--- config.mk ---
export PLATFORM = sky130hd
export DESIGN_NAME = uart_tx_ctrl
export DESIGN_NICKNAME = d
export VERILOG_FILES = /design/src/rtl/uart_tx_ctrl.sv
export SDC_FILE = /design/constraint.sdc
export NUM_CORES = 1
export LEC_CHECK = 0
export BUFFER_PORTS_ARGS = -buffer_cell sky130_fd_sc_hd__buf_4
export CAP_MARGIN = 20
export CORE_MARGIN = 5
export CORE_UTILIZATION = 60
export DETAILED_ROUTE_END_ITERATION = 8
export PLACE_DENSITY = 0.84
export SETUP_SLACK_MARGIN = 0.1
export SLEW_MARGIN = 20
export SYNTH_ARGS = -nofsm -noshare
export SYNTH_HDL_FRONTEND = slang
export SYNTH_SLANG_ARGS = --single-unit
export TNS_END_PERCENT = 50
--- constraint.sdc ---
create_clock -name clk -period 2.86 [get_ports clk]
set_input_delay 0.572 -clock clk [delete_from_list [all_inputs] [get_ports clk]]
set_output_delay 0.572 -clock clk [all_outputs]
set_load 0.01 [all_outputs]
--- src/rtl/uart_tx_ctrl.sv ---
// UART transmit sequencer: byte handshake in, framed serial out on tx.
// Also sequences an external registered parity generator.
module uart_tx_ctrl #(
    parameter int CLKS_PER_BIT = 16,
    parameter int PARITY_EN    = 1,
    parameter int PARITY_ODD   = 0,
    parameter int STOP_BITS    = 1
) (
    input  logic       clk,
    input  logic       rst,
    input  logic [7:0] tx_data,
    input  logic       tx_valid,
    output logic       tx_ready,
    output logic [7:0] par_data,
    output logic       par_load,
    output logic       par_signal,
    input  logic       par_in,
    output logic       tx,
    output logic       busy
);
    localparam int CNT_W = (CLKS_PER_BIT > 1) ? $clog2(CLKS_PER_BIT) : 1;
    localparam logic [CNT_W-1:0] LAST = CNT_W'(CLKS_PER_BIT - 1);
    localparam logic ODD = (PARITY_ODD != 0);
    localparam logic [2:0] LAST_STOP = 3'(STOP_BITS - 1);

    typedef enum logic [2:0] {
        IDLE, LOAD, CALC, START, DATA, PARITY, STOP
    } state_t;

    state_t           state;
    logic [CNT_W-1:0] cnt;
    logic [2:0]       idx;
    logic [7:0]       shift;
    logic             par_r;
    logic             bit_end;

    assign bit_end = (cnt == LAST);

    always_ff @(posedge clk or posedge rst) begin
        if (rst) begin
            state      <= IDLE;
            cnt        <= '0;
            idx        <= '0;
            shift      <= '0;
            par_r      <= 1'b0;
            par_data   <= '0;
            par_load   <= 1'b0;
            par_signal <= 1'b0;
            tx         <= 1'b1;
            tx_ready   <= 1'b1;
            busy       <= 1'b0;
        end else begin
            unique case (state)
                IDLE: begin
                    if (tx_valid && tx_ready) begin
                        shift    <= tx_data;
                        par_data <= tx_data;
                        par_load <= 1'b1;
                        tx_ready <= 1'b0;
                        busy     <= 1'b1;
                        state    <= LOAD;
                    end
                end
                LOAD: begin
                    par_load   <= 1'b0;
                    par_signal <= 1'b1;
                    state      <= CALC;
                end
                CALC: begin
                    par_signal <= 1'b0;
                    tx         <= 1'b0;
                    cnt        <= '0;
                    state      <= START;
                end
                START: begin
                    // generator output settles one cycle after CALC
                    if (cnt == '0)
                        par_r <= par_in ^ ODD;
                    if (bit_end) begin
                        cnt   <= '0;
                        idx   <= '0;
                        tx    <= shift[0];
                        state <= DATA;
                    end else begin
                        cnt <= cnt + 1'b1;
                    end
                end
                DATA: begin
                    if (bit_end) begin
                        cnt   <= '0;
                        shift <= {1'b0, shift[7:1]};
                        idx   <= idx + 1'b1;
                        if (idx == 3'd7) begin
                            if (PARITY_EN != 0) begin
                                tx    <= par_r;
                                state <= PARITY;
                            end else begin
                                tx    <= 1'b1;
                                state <= STOP;
                            end
                        end else begin
                            tx <= shift[1];
                        end
                    end else begin
                        cnt <= cnt + 1'b1;
                    end
                end
                PARITY: begin
                    if (bit_end) begin
                        cnt   <= '0;
                        tx    <= 1'b1;
                        state <= STOP;
                    end else begin
                        cnt <= cnt + 1'b1;
                    end
                end
                STOP: begin
                    // idx wrapped to 0 after the last data bit; reuse it
                    if (bit_end) begin
                        cnt <= '0;
                        if (idx == LAST_STOP) begin
                            idx      <= '0;
                            tx_ready <= 1'b1;
                            busy     <= 1'b0;
                            state    <= IDLE;
                        end else begin
                            idx <= idx + 1'b1;
                        end
                    end else begin
                        cnt <= cnt + 1'b1;
                    end
                end
                default: state <= IDLE;
            endcase
        end
    end
endmodule

==> summary.txt <==
Timing
  • Slew HR: 60.4%
  • Max Clock Freq: 495 MHz
  • Slew @ Worst Pin: 594 ps
  • Final Max Tran Viols: 0
  • Count of final setup violators: 0
  • Final worst-path cycle share: ~71%
  • Hold_ws: 303 ps
  • RSZ-0062 raised after global routing: false
  • Worst Skew: 12.3 ps
  • Setup TNS: 0 ps
  • Min Tclk post-route: 2020 ps
  • Hold Fails Final Rpt: 0

Worst setup path
  • Max incr delay on CP: 600 ps
  • Data required time of the critical path: 3060 ps
  • Critical path, cell by cell: ha_1 -> nand3_1 -> or3_1 -> o22ai_1 -> a21oi_1
  • Worst r2r src: cnt[0]
  • Critical Path AT: approximately 2200 ps
  • Critical path class: register to register
  • Worst Setup SP: cnt[0]
  • Worst path slowest cell: or3_1
  • CP Max Fanout: 12
  • Crit-path leading delay family: simple AND/OR/NAND/NOR gates
  • Crit path capture type: register
  • Worst Path Buf+Inv: 0
  • Nature of the critical path startpoint: register

Clock network
  • TritonCTS Sinks: 32
  • Root Driver: clkbuf_4
  • CTS tree: done
  • Worst-skew pair later-pin latency: 340 ps
  • Worst-path clk slew: about 100 ps
  • Hold buffers post-CTS: 0
  • Post-CTS setup buffers: 0
  • Post_cts resized: 0
  • Maximum buffer depth of the clock tree: 2
  • Total CTS buffers: 5
  • H-tree depth: 2

Detailed routing
  • DRT antenna net count: 0
  • Via count: 1,350
  • DR iter-0 viols: roughly 120
  • Vias per cell: 5.79
  • Final wirelength: approximately 3300 µm
  • Drt pass-1 iters: 4
  • Residual DRC: 0
  • WL per Instance: roughly 14 µm

Die
  • Initial Util: 64.0%
  • Core area: 2520 µm²
  • I/O pin cnt: 25
  • Die Y: 61.9 µm
  • Num rows: 18
  • Die area: 3830 µm²
  • Horiz. Die Dim: around 62 µm

Synth
  • Cells after Synth: 180
  • Post-synth EDFFs: 0
  • Post-synthesis sequential area ratio: around half
  • Prevailing post-synth register cell: dfrtp_1
  • Synth warn: 0
  • Mux contribution to synthesized area: 1.32%
  • Cell with the most instances after synthesis: nand2_1
  • Post-synth ARST share: between 90% and 100%
  • Synth Area in Simple Gates: between 10% and 20%
  • Synth Area in Compound Gates: around 18%
  • Top cell type's share of synthesized area: 46.5%
  • Combinational family with the most area after synthesis: simple AND/OR/NAND/NOR gates
  • Yosys top cell by area: dfrtp_1
  • Fraction of the mapped netlist area in adder cells: 3.88%
  • Synth top cells by count: nand2_1, dfrtp_1, a21oi_1, inv_1, nor2_1
  • #FFs+latches synth: 32
  • Area of the mapped netlist: 1610 µm²
  • Syn avg cell area: around 9.0 µm²
  • Netlist cell types: 36
  • Post-synthesis xor/xnor area fraction: 0.543%
  • Post-Syn Nets: 197
  • Top cells by area, synth: dfrtp_1, nand2_1, a21oi_1

Global route
  • Total congestion overflow: 0
  • Number of global-route vias before repair: 1,254
  • Largest net degree at the start of global routing: 33
  • Antenna violations before repair: 0
  • Overall routing resource usage: approximately 20%
  • Global-route wire length before repair: ~5600 µm

Hold path
  • HP Class: input port to asynchronous set/reset pin

Power
  • Leak: about 0.95 nW
  • Worst vdd ir: 330 µV
  • Power, Total: between 700 and 800 µW
  • PwrDens: between 400 and 500 nW/µm²

Placement
  • GP Congestion: 0.830
  • # port buffers: 24
  • Final HPWL DP: 2300 µm

Flow run
  • Max-Cap Viols: 0

Status
  • Status: finished, final reports clean

Layout
  • P&R area growth vs syn: 15.1%
  • Nets: 219
  • ANT cells: 0
  • Layout cells sized above 1: 18.7%
==> cells by family (layout without fill, tap and decap cells) <==
group	after synthesis	after routing
and+or+nand+nor	69	69
DFF	32	32
xor gates and xnor gates	1	1
buffers and inverters	24	47
AOI/OAI and AO/OA	47	47
muxes	2	2
adders and majority gates	5	5
==> tightest hold or removal path, cell delays in order <==
cell and delay, ps:
buf_4 110, inv_1 40, buf_4 350
==> layer usage <==
layer	up-vias	track usage, %	wire (µm)
li1	657	-	-
met1	645	26.7	1530
met2	41	32.3	1520
met3	7	5.58	193
met4	0	7.27	46
met5	-	0	0
==> per-stage QoR <==
stage	util (%)	setup slack, ps	area [µm²]	instances
floorplan	-	1260	1610	180
global placement	70.9	973	1790	225
detailed placement	70.9	905	1790	225
CTS	73.7	872	1860	233
global route	73.7	729	1860	233
finish	73.7	840	1860	233
==> report_power, final <==
group          total [mW]  switching, mW  internal (mW)
Combinational      0.0235         0.0125         0.0110
Sequential          0.453       0.000398          0.453
Clock               0.297          0.152          0.145
Total               0.774          0.165          0.609
==> final timing paths <==
check	endpoint	slack, ps	cells after the start
hold reg to reg	par_data[3]	480	2
max in group asynchronous	tx_ready	2230	3
min in group clk	par_data[3]	430	3
setup / recovery	shift[6]	840	5
setup reg to reg	shift[6]	840	5
hold / removal	idx[0]	300	3
==> sequential cells by signal (all words and copies together), names as in the netlist <==
signal,flops
cnt,4
shift,8
par_signal,1
tx_ready,1
state,3
par_load,1
busy,1
par_data,8
idx,3
par_r,1
tx,1
==> layout make-up <==
| cell class | instances | area, µm² |
|---|---|---|
| Clock buffer | 8 | 68.8 |
| Multi-Input combinational cell | 124 | 704 |
| Fill cell | 200 | 664 |
| Timing Repair Buffer | 26 | 195 |
| Sequential cell | 32 | 803 |
| Tap cell | 30 | 37.5 |
| Inverter | 13 | 48.8 |
==> cell usage in the layout, fill, tap and decap left out, drive strengths merged, types with 2 or more instances in the layout <==
cell,n
nand3,7
o22ai,8
nor2b,2
a31oi,2
inv,13
a21oi,21
a22o,4
dfrtp,30
nand2b,3
dfstp,2
clkbuf,8
and2,2
buf,26
ha,5
nor3,3
and3,2
nand2,32
nor2,10
o21ai,8
nor4,2
No activity file was read; power rests on OpenSTA's default activity.
